[src/rtl/wb_stage_if.sv]
// Writeback stage bus: MEM/WB inputs, data memory read data and register file write port.
interface wb_stage_if #(
    parameter int unsigned ADDR_SIZE = 5,
    parameter int unsigned WORD_SIZE = 32,
    parameter int unsigned CNT_SIZE  = 32
);
    logic                 stall;
    logic                 flush;
    logic                 in_valid;
    logic                 in_wr_en;
    logic [ADDR_SIZE-1:0] in_rd_addr;
    logic [WORD_SIZE-1:0] in_alu_result;
    logic                 in_mem_to_reg;
    logic [2:0]           in_load_type;
    logic [1:0]           in_byte_off;
    logic [WORD_SIZE-1:0] mem_rdata;
    logic                 rd_en;
    logic [ADDR_SIZE-1:0] rd_addr;
    logic [WORD_SIZE-1:0] rd_data;
    logic                 fwd_valid;
    logic [CNT_SIZE-1:0]  retired;

    // Pipeline control / MEM stage side
    modport master (
        output stall, flush, in_valid, in_wr_en, in_rd_addr, in_alu_result,
               in_mem_to_reg, in_load_type, in_byte_off, mem_rdata,
        input  rd_en, rd_addr, rd_data, fwd_valid, retired
    );

    // Writeback stage side
    modport slave (
        input  stall, flush, in_valid, in_wr_en, in_rd_addr, in_alu_result,
               in_mem_to_reg, in_load_type, in_byte_off, mem_rdata,
        output rd_en, rd_addr, rd_data, fwd_valid, retired
    );
endinterface

[src/rtl/wb_stage.sv]
// MIPS writeback stage: MEM/WB register, big-endian sub-word load extraction,
// register file write port, forwarding qualifier and retired-instruction counter.
module wb_stage #(
    parameter int unsigned ADDR_SIZE = 5,
    parameter int unsigned WORD_SIZE = 32,  // byte/halfword extraction assumes 32
    parameter int unsigned CNT_SIZE  = 32
) (
    input logic        clk,
    input logic        rst,
    wb_stage_if.slave  bus
);
    localparam logic [2:0] LdLb  = 3'b001;
    localparam logic [2:0] LdLbu = 3'b010;
    localparam logic [2:0] LdLh  = 3'b011;
    localparam logic [2:0] LdLhu = 3'b100;

    logic                 valid_q, valid_d;
    logic                 wr_en_q, wr_en_d;
    logic [ADDR_SIZE-1:0] rd_addr_q, rd_addr_d;
    logic [WORD_SIZE-1:0] alu_q, alu_d;
    logic                 mem_to_reg_q, mem_to_reg_d;
    logic [2:0]           load_type_q, load_type_d;
    logic [1:0]           byte_off_q, byte_off_d;
    logic [CNT_SIZE-1:0]  retired_q, retired_d;

    logic [7:0]           byte_sel;
    logic [15:0]          half_sel;
    logic [WORD_SIZE-1:0] load_value;

    // MEM/WB register next state: flush beats stall, stall holds, otherwise capture
    always_comb begin
        valid_d      = valid_q;
        wr_en_d      = wr_en_q;
        rd_addr_d    = rd_addr_q;
        alu_d        = alu_q;
        mem_to_reg_d = mem_to_reg_q;
        load_type_d  = load_type_q;
        byte_off_d   = byte_off_q;
        retired_d    = retired_q;
        if (bus.flush) begin
            valid_d      = 1'b0;
            wr_en_d      = 1'b0;
            rd_addr_d    = '0;
            alu_d        = '0;
            mem_to_reg_d = 1'b0;
            load_type_d  = '0;
            byte_off_d   = '0;
        end else if (!bus.stall) begin
            valid_d      = bus.in_valid;
            wr_en_d      = bus.in_wr_en;
            rd_addr_d    = bus.in_rd_addr;
            alu_d        = bus.in_alu_result;
            mem_to_reg_d = bus.in_mem_to_reg;
            load_type_d  = bus.in_load_type;
            byte_off_d   = bus.in_byte_off;
        end
        // An instruction retires only when it actually leaves WB
        if (valid_q && !bus.stall && !bus.flush) begin
            retired_d = retired_q + CNT_SIZE'(1);
        end
    end

    // State registers with asynchronous reset
    always_ff @(posedge clk or posedge rst) begin
        if (rst) begin
            valid_q      <= 1'b0;
            wr_en_q      <= 1'b0;
            rd_addr_q    <= '0;
            alu_q        <= '0;
            mem_to_reg_q <= 1'b0;
            load_type_q  <= '0;
            byte_off_q   <= '0;
            retired_q    <= '0;
        end else begin
            valid_q      <= valid_d;
            wr_en_q      <= wr_en_d;
            rd_addr_q    <= rd_addr_d;
            alu_q        <= alu_d;
            mem_to_reg_q <= mem_to_reg_d;
            load_type_q  <= load_type_d;
            byte_off_q   <= byte_off_d;
            retired_q    <= retired_d;
        end
    end

    // Big-endian sub-word extraction from the synchronous memory read data
    always_comb begin
        unique case (byte_off_q)
            2'd0:    byte_sel = bus.mem_rdata[31:24];
            2'd1:    byte_sel = bus.mem_rdata[23:16];
            2'd2:    byte_sel = bus.mem_rdata[15:8];
            default: byte_sel = bus.mem_rdata[7:0];
        endcase
        half_sel = byte_off_q[1] ? bus.mem_rdata[15:0] : bus.mem_rdata[31:16];
        case (load_type_q)
            LdLb:    load_value = {{(WORD_SIZE-8){byte_sel[7]}}, byte_sel};
            LdLbu:   load_value = {{(WORD_SIZE-8){1'b0}}, byte_sel};
            LdLh:    load_value = {{(WORD_SIZE-16){half_sel[15]}}, half_sel};
            LdLhu:   load_value = {{(WORD_SIZE-16){1'b0}}, half_sel};
            default: load_value = bus.mem_rdata;  // LW and reserved codes
        endcase
    end

    // Register file write port; $0 writes are suppressed
    always_comb begin
        bus.rd_en     = valid_q & wr_en_q & (rd_addr_q != '0);
        bus.fwd_valid = bus.rd_en;
        bus.rd_addr   = rd_addr_q;
        bus.rd_data   = mem_to_reg_q ? load_value : alu_q;
        bus.retired   = retired_q;
    end
endmodule

[src/flat_wrapper.sv]
// flat-port wrapper written by rule: the top's interface ports become plain ports
module wb_stage_flat 
#(
    parameter int unsigned ADDR_SIZE = 5,
    parameter int unsigned WORD_SIZE = 32,                                        
    parameter int unsigned CNT_SIZE  = 32
)
  (clk, rst, bus_stall, bus_flush, bus_in_valid, bus_in_wr_en, bus_in_rd_addr, bus_in_alu_result, bus_in_mem_to_reg, bus_in_load_type, bus_in_byte_off, bus_mem_rdata, bus_rd_en, bus_rd_addr, bus_rd_data, bus_fwd_valid, bus_retired);
  wb_stage_if #(.ADDR_SIZE(ADDR_SIZE), .WORD_SIZE(WORD_SIZE), .CNT_SIZE(CNT_SIZE)) bus_i ();
  input logic clk;
  input logic rst;
  input wire logic [$bits(bus_i.stall)-1:0] bus_stall;
  input wire logic [$bits(bus_i.flush)-1:0] bus_flush;
  input wire logic [$bits(bus_i.in_valid)-1:0] bus_in_valid;
  input wire logic [$bits(bus_i.in_wr_en)-1:0] bus_in_wr_en;
  input wire logic [$bits(bus_i.in_rd_addr)-1:0] bus_in_rd_addr;
  input wire logic [$bits(bus_i.in_alu_result)-1:0] bus_in_alu_result;
  input wire logic [$bits(bus_i.in_mem_to_reg)-1:0] bus_in_mem_to_reg;
  input wire logic [$bits(bus_i.in_load_type)-1:0] bus_in_load_type;
  input wire logic [$bits(bus_i.in_byte_off)-1:0] bus_in_byte_off;
  input wire logic [$bits(bus_i.mem_rdata)-1:0] bus_mem_rdata;
  output wire logic [$bits(bus_i.rd_en)-1:0] bus_rd_en;
  output wire logic [$bits(bus_i.rd_addr)-1:0] bus_rd_addr;
  output wire logic [$bits(bus_i.rd_data)-1:0] bus_rd_data;
  output wire logic [$bits(bus_i.fwd_valid)-1:0] bus_fwd_valid;
  output wire logic [$bits(bus_i.retired)-1:0] bus_retired;
  assign bus_i.stall = bus_stall;
  assign bus_i.flush = bus_flush;
  assign bus_i.in_valid = bus_in_valid;
  assign bus_i.in_wr_en = bus_in_wr_en;
  assign bus_i.in_rd_addr = bus_in_rd_addr;
  assign bus_i.in_alu_result = bus_in_alu_result;
  assign bus_i.in_mem_to_reg = bus_in_mem_to_reg;
  assign bus_i.in_load_type = bus_in_load_type;
  assign bus_i.in_byte_off = bus_in_byte_off;
  assign bus_i.mem_rdata = bus_mem_rdata;
  assign bus_rd_en = bus_i.rd_en;
  assign bus_rd_addr = bus_i.rd_addr;
  assign bus_rd_data = bus_i.rd_data;
  assign bus_fwd_valid = bus_i.fwd_valid;
  assign bus_retired = bus_i.retired;
  wb_stage #(.ADDR_SIZE(ADDR_SIZE), .WORD_SIZE(WORD_SIZE), .CNT_SIZE(CNT_SIZE)) u_core (.clk(clk), .rst(rst), .bus(bus_i));
endmodule
[config.mk]
export PLATFORM = sky130hd
export DESIGN_NAME = wb_stage_flat
export DESIGN_NICKNAME = d
export VERILOG_FILES = /design/src/rtl/wb_stage_if.sv /design/src/rtl/wb_stage.sv /design/src/flat_wrapper.sv
export SDC_FILE = /design/constraint.sdc
export NUM_CORES = 1
export LEC_CHECK = 0
export BUFFER_PORTS_ARGS = -buffer_cell sky130_fd_sc_hd__buf_2
export CAP_MARGIN = 25
export CORE_UTILIZATION = 38
export CTS_CLUSTER_SIZE = 14
export DETAILED_ROUTE_END_ITERATION = 16
export PLACE_DENSITY = 0.63
export SYNTH_ARGS = -nofsm -noshare
export SYNTH_HDL_FRONTEND = slang
export SYNTH_SLANG_ARGS = --single-unit
[constraint.sdc]
create_clock -name clk -period 3.26 [get_ports clk]
set_input_delay 0.652 -clock clk [delete_from_list [all_inputs] [get_ports clk]]
set_output_delay 0.652 -clock clk [all_outputs]
set_load 0.02 [all_outputs]
==> results.toml <==
[logic_synthesis]
syn-num-nets = 543
synth_simple_gate_area_share_pct = 18.9
synth.most_common_cell = "nor2_1"
syn_inst = 461
yosysWarningCount = 0
synth-compound-area-share_pct = 11.6
synthFlopType = "dfrtp_1"
synth-edff-count = 0
synth.ff_latch_count = 77
postSynthAreaPerCell_um2 = 9.73
synthMuxAreaShare_pct = 15.7
synth_top_area_cell = "dfrtp_1"
ys_seq_area_share_pct = 42.9
yosys-top-cells-count = "nor2_1, dfrtp_1, mux2i_1"
synthAdderAreaFrac_pct = 0.279
synth.area.top_cells = "dfrtp_1, mux2i_1, nor2_1, xnor2_1, mux4_1"
yosys.area_share.xor_xnor_pct = 6.61
async_flop_share_pct = 100
synth_top_area_share_pct = 42.9
netlist_area_um2 = 4490
synth_top_family_by_area = "simple AND/OR/NAND/NOR gates"
yosysUniqueCellTypes = 48

[grt]
grt_max_degree = 49
met1_usage_pct = 28.5
gr-usage-all-layers_pct = 22.0
grt_pass1_vias = 4084
grt-ovfl-total = 0
antenna_found_initial = 0
use_met3_pct = 5.19
grt_use_met2_pct = 34.9
grt_pass1_wl_mm = 21.4
grt-busiest-layer = "met2"

[worst_setup_path]
reg2reg_slack_ns = 1.19
r2r_cells = 4
arrival_ns = 2.43
slowest_stage = "dfrtp_1"
crit_fanout = 16
r2r-start = "u_core.valid_q$_DFFE_PP0P_"
startpoint_type = "register"
critPathMaxStageDelay_ns = 0.67
crit_path_end_kind = "output pin"
worstPathCellList = "mux4_2 -> mux2_4 -> a21oi_4 -> a21oi_1 -> buf_2"
critPathKind = "register to output pin"
regToRegEndpoint = "u_core.bus.retired[11]$_DFFE_PP0P_"
required_ns = 2.61

[drt]
drt_wl_total_mm = 12.9
drt_first_iter_violations = 329
drtPass1Iterations = 6
drtAntennaViolNets = 0
drc = 0
vias_per_cell = 5.54
wire_per_inst_um = 17.2
num_vias = 4152

[clocking]
clk_latency_ns = 0.34
cts_max_level = 3
clkTransAtPathRegs_ns = 0.06
root_buffer = "clkbuf_16"
cts_sinks = 77
holdBufCountCts = 0
cts_tree = "yes"
clk_path_buf_depth = 2
numCtsBuffers = 9

[layout]
instances_no_fill = 749
syn_to_final_growth_pct = 26.5
antenna_cells = 0
stdcell_area_um2 = 5670
final_layout_size_suffix_gt1_share_pct = 32.5
finish.net_count = 683

[timing]
worst_pin_slew_ns = 0.834
finalHoldViolations = 0
slew_headroom_pct = 44.1
rsz0062_at_grt = "false"
fmax_ghz = 0.325
setup_viol = 0
fin_crit_sh_pct = 94.5
clock_skew_ns = 0.00694
fin_setup_tns_ns = 0
slew_viol_final = 0
finalCriticalPeriod_ns = 3.08

[pwr]
power.leakage_nw = 2.88
peakVddDrop_mv = 0.268
p_per_area_nw_per_um2 = 473

[placed_design]
globalplace.congestion = 0.946
dp_hpwl_mm = 9.53
placed_cell_area_um2 = 5340
dp.cells = 733
io_buffer_count = 151

[die]
die_h_um = 111
die_w_um = 111
io_pins = 152
die-area_um2 = 12200
fp.coreArea_um2 = 11500
start_util_pct = 39.1
rows = 39

[outcome]
status = "complete, no violations"

[run]
max_cap_viol_count = 0

[worst_hold_path]
min_path_type = "input port to asynchronous set/reset pin"
report_power, final:
group | switching, mW | leakage, nW | internal (mW) | total, mW
clock | 0.391 | 0.162 | 0.713 | 1.10
combinational | 0.306 | 1.69 | 0.212 | 0.518
sequential | 0.0578 | 1.03 | 1.00 | 1.06
through the flow:
| step | utilization, % | setup WS [ns] | power [mW] | hold WS (ns) |
|---|---|---|---|---|
| 6_report | 49.5 | 0.180 | 2.69 | 0.441 |
| 5_1_grt | 49.5 | 0.0220 | 2.81 | 0.497 |
| 4_1_cts | 49.5 | 0.0442 | 2.72 | 0.467 |
| 3_5_place_dp | 46.6 | 0.346 | 1.60 | 0.466 |
| 3_3_place_gp | 46.6 | 0.385 | 1.59 | 0.464 |
| 2_1_floorplan | - | 0.641 | 1.40 | 0.490 |
per-layer routing:
metal / share of wire [%] / wire (um)
met1: 43 / 5510
met5: 0 / 0
met2: 47 / 6040
met3: 7.2 / 929
met4: 2.9 / 376
layout by cell type, fill, tap and decap left out, types with 8 or more instances in the layout:
cell type  Yosys  final
a2bb2oi_1      8      8
a21oi_1       21     21
nand2_1       35     35
clkbuf_16      0      9
a31oi_1       11     11
nand3_1       13     13
dfrtp_1       77     76
xnor2_1       25     25
nand4_1       13     13
nor2_1        85     85
a22oi_1       22     22
buf_4          2     10
buf_2         12    151
mux2i_1       46     46
cell type report:
type / instances / area, um2
Sequential cell: 77 / 1930
Fill cell: 1127 / 5790
Clock inverter: 5 / 81.3
Clock buffer: 11 / 253
Inverter: 6 / 23.8
Multi-Input combinational cell: 346 / 2380
Tap cell: 143 / 179
Timing Repair Buffer: 161 / 831
critical path, delay by kind of cell, from the launching register on:
kind,cells,cell delay (ns)
muxes,2,0.72
AOI/OAI and AO/OA,2,0.51
buffers and inverters,1,0.18
DFF,1,0.67
registers in the layout, indices dropped and copies added (netlist names):
register,cells
u_core.bus.retired,32
u_core.mem_to_reg_q,1
u_core.load_type_q,3
u_core.wr_en_q,1
u_core.byte_off_q,2
u_core.valid_q,1
u_core.bus.rd_addr,5
u_core.alu_q,32
cell families (layout without fill, tap and decap cells):
group,after synthesis,after routing
AND/OR/NAND/NOR,180,180
flip-flops,77,77
AO/OA/AOI/OAI,75,75
multiplexers,57,57
buffers and inverters,38,183
XOR/XNOR,33,33
adder cells (fa/ha/maj),1,1
worst max path at each step:
| stage | from | endpoint | depth (start not counted) |
|---|---|---|---|
| after floorplan | rst | u_core.alu_q[0]$_DFFE_PP0P_ | 1 |
| after detailed placement | bus_mem_rdata[15] | bus_rd_data[27] | 6 |
| after global routing | u_core.byte_off_q[1]$_DFFE_PP0P_ | bus_rd_data[21] | 5 |
| after global placement | bus_mem_rdata[23] | bus_rd_data[30] | 6 |
| after CTS | u_core.byte_off_q[0]$_DFFE_PP0P_ | bus_rd_data[27] | 5 |
| final | u_core.byte_off_q[1]$_DFFE_PP0P_ | bus_rd_data[27] | 5 |
what timing repair did:
action / 4_1_cts / 5_1_grt
resized for setup: 0 / 1
buffers inserted: 0 / 0
endpoints found under the setup margin: 0 / 16
No activity file was read; power rests on OpenSTA's default activity.
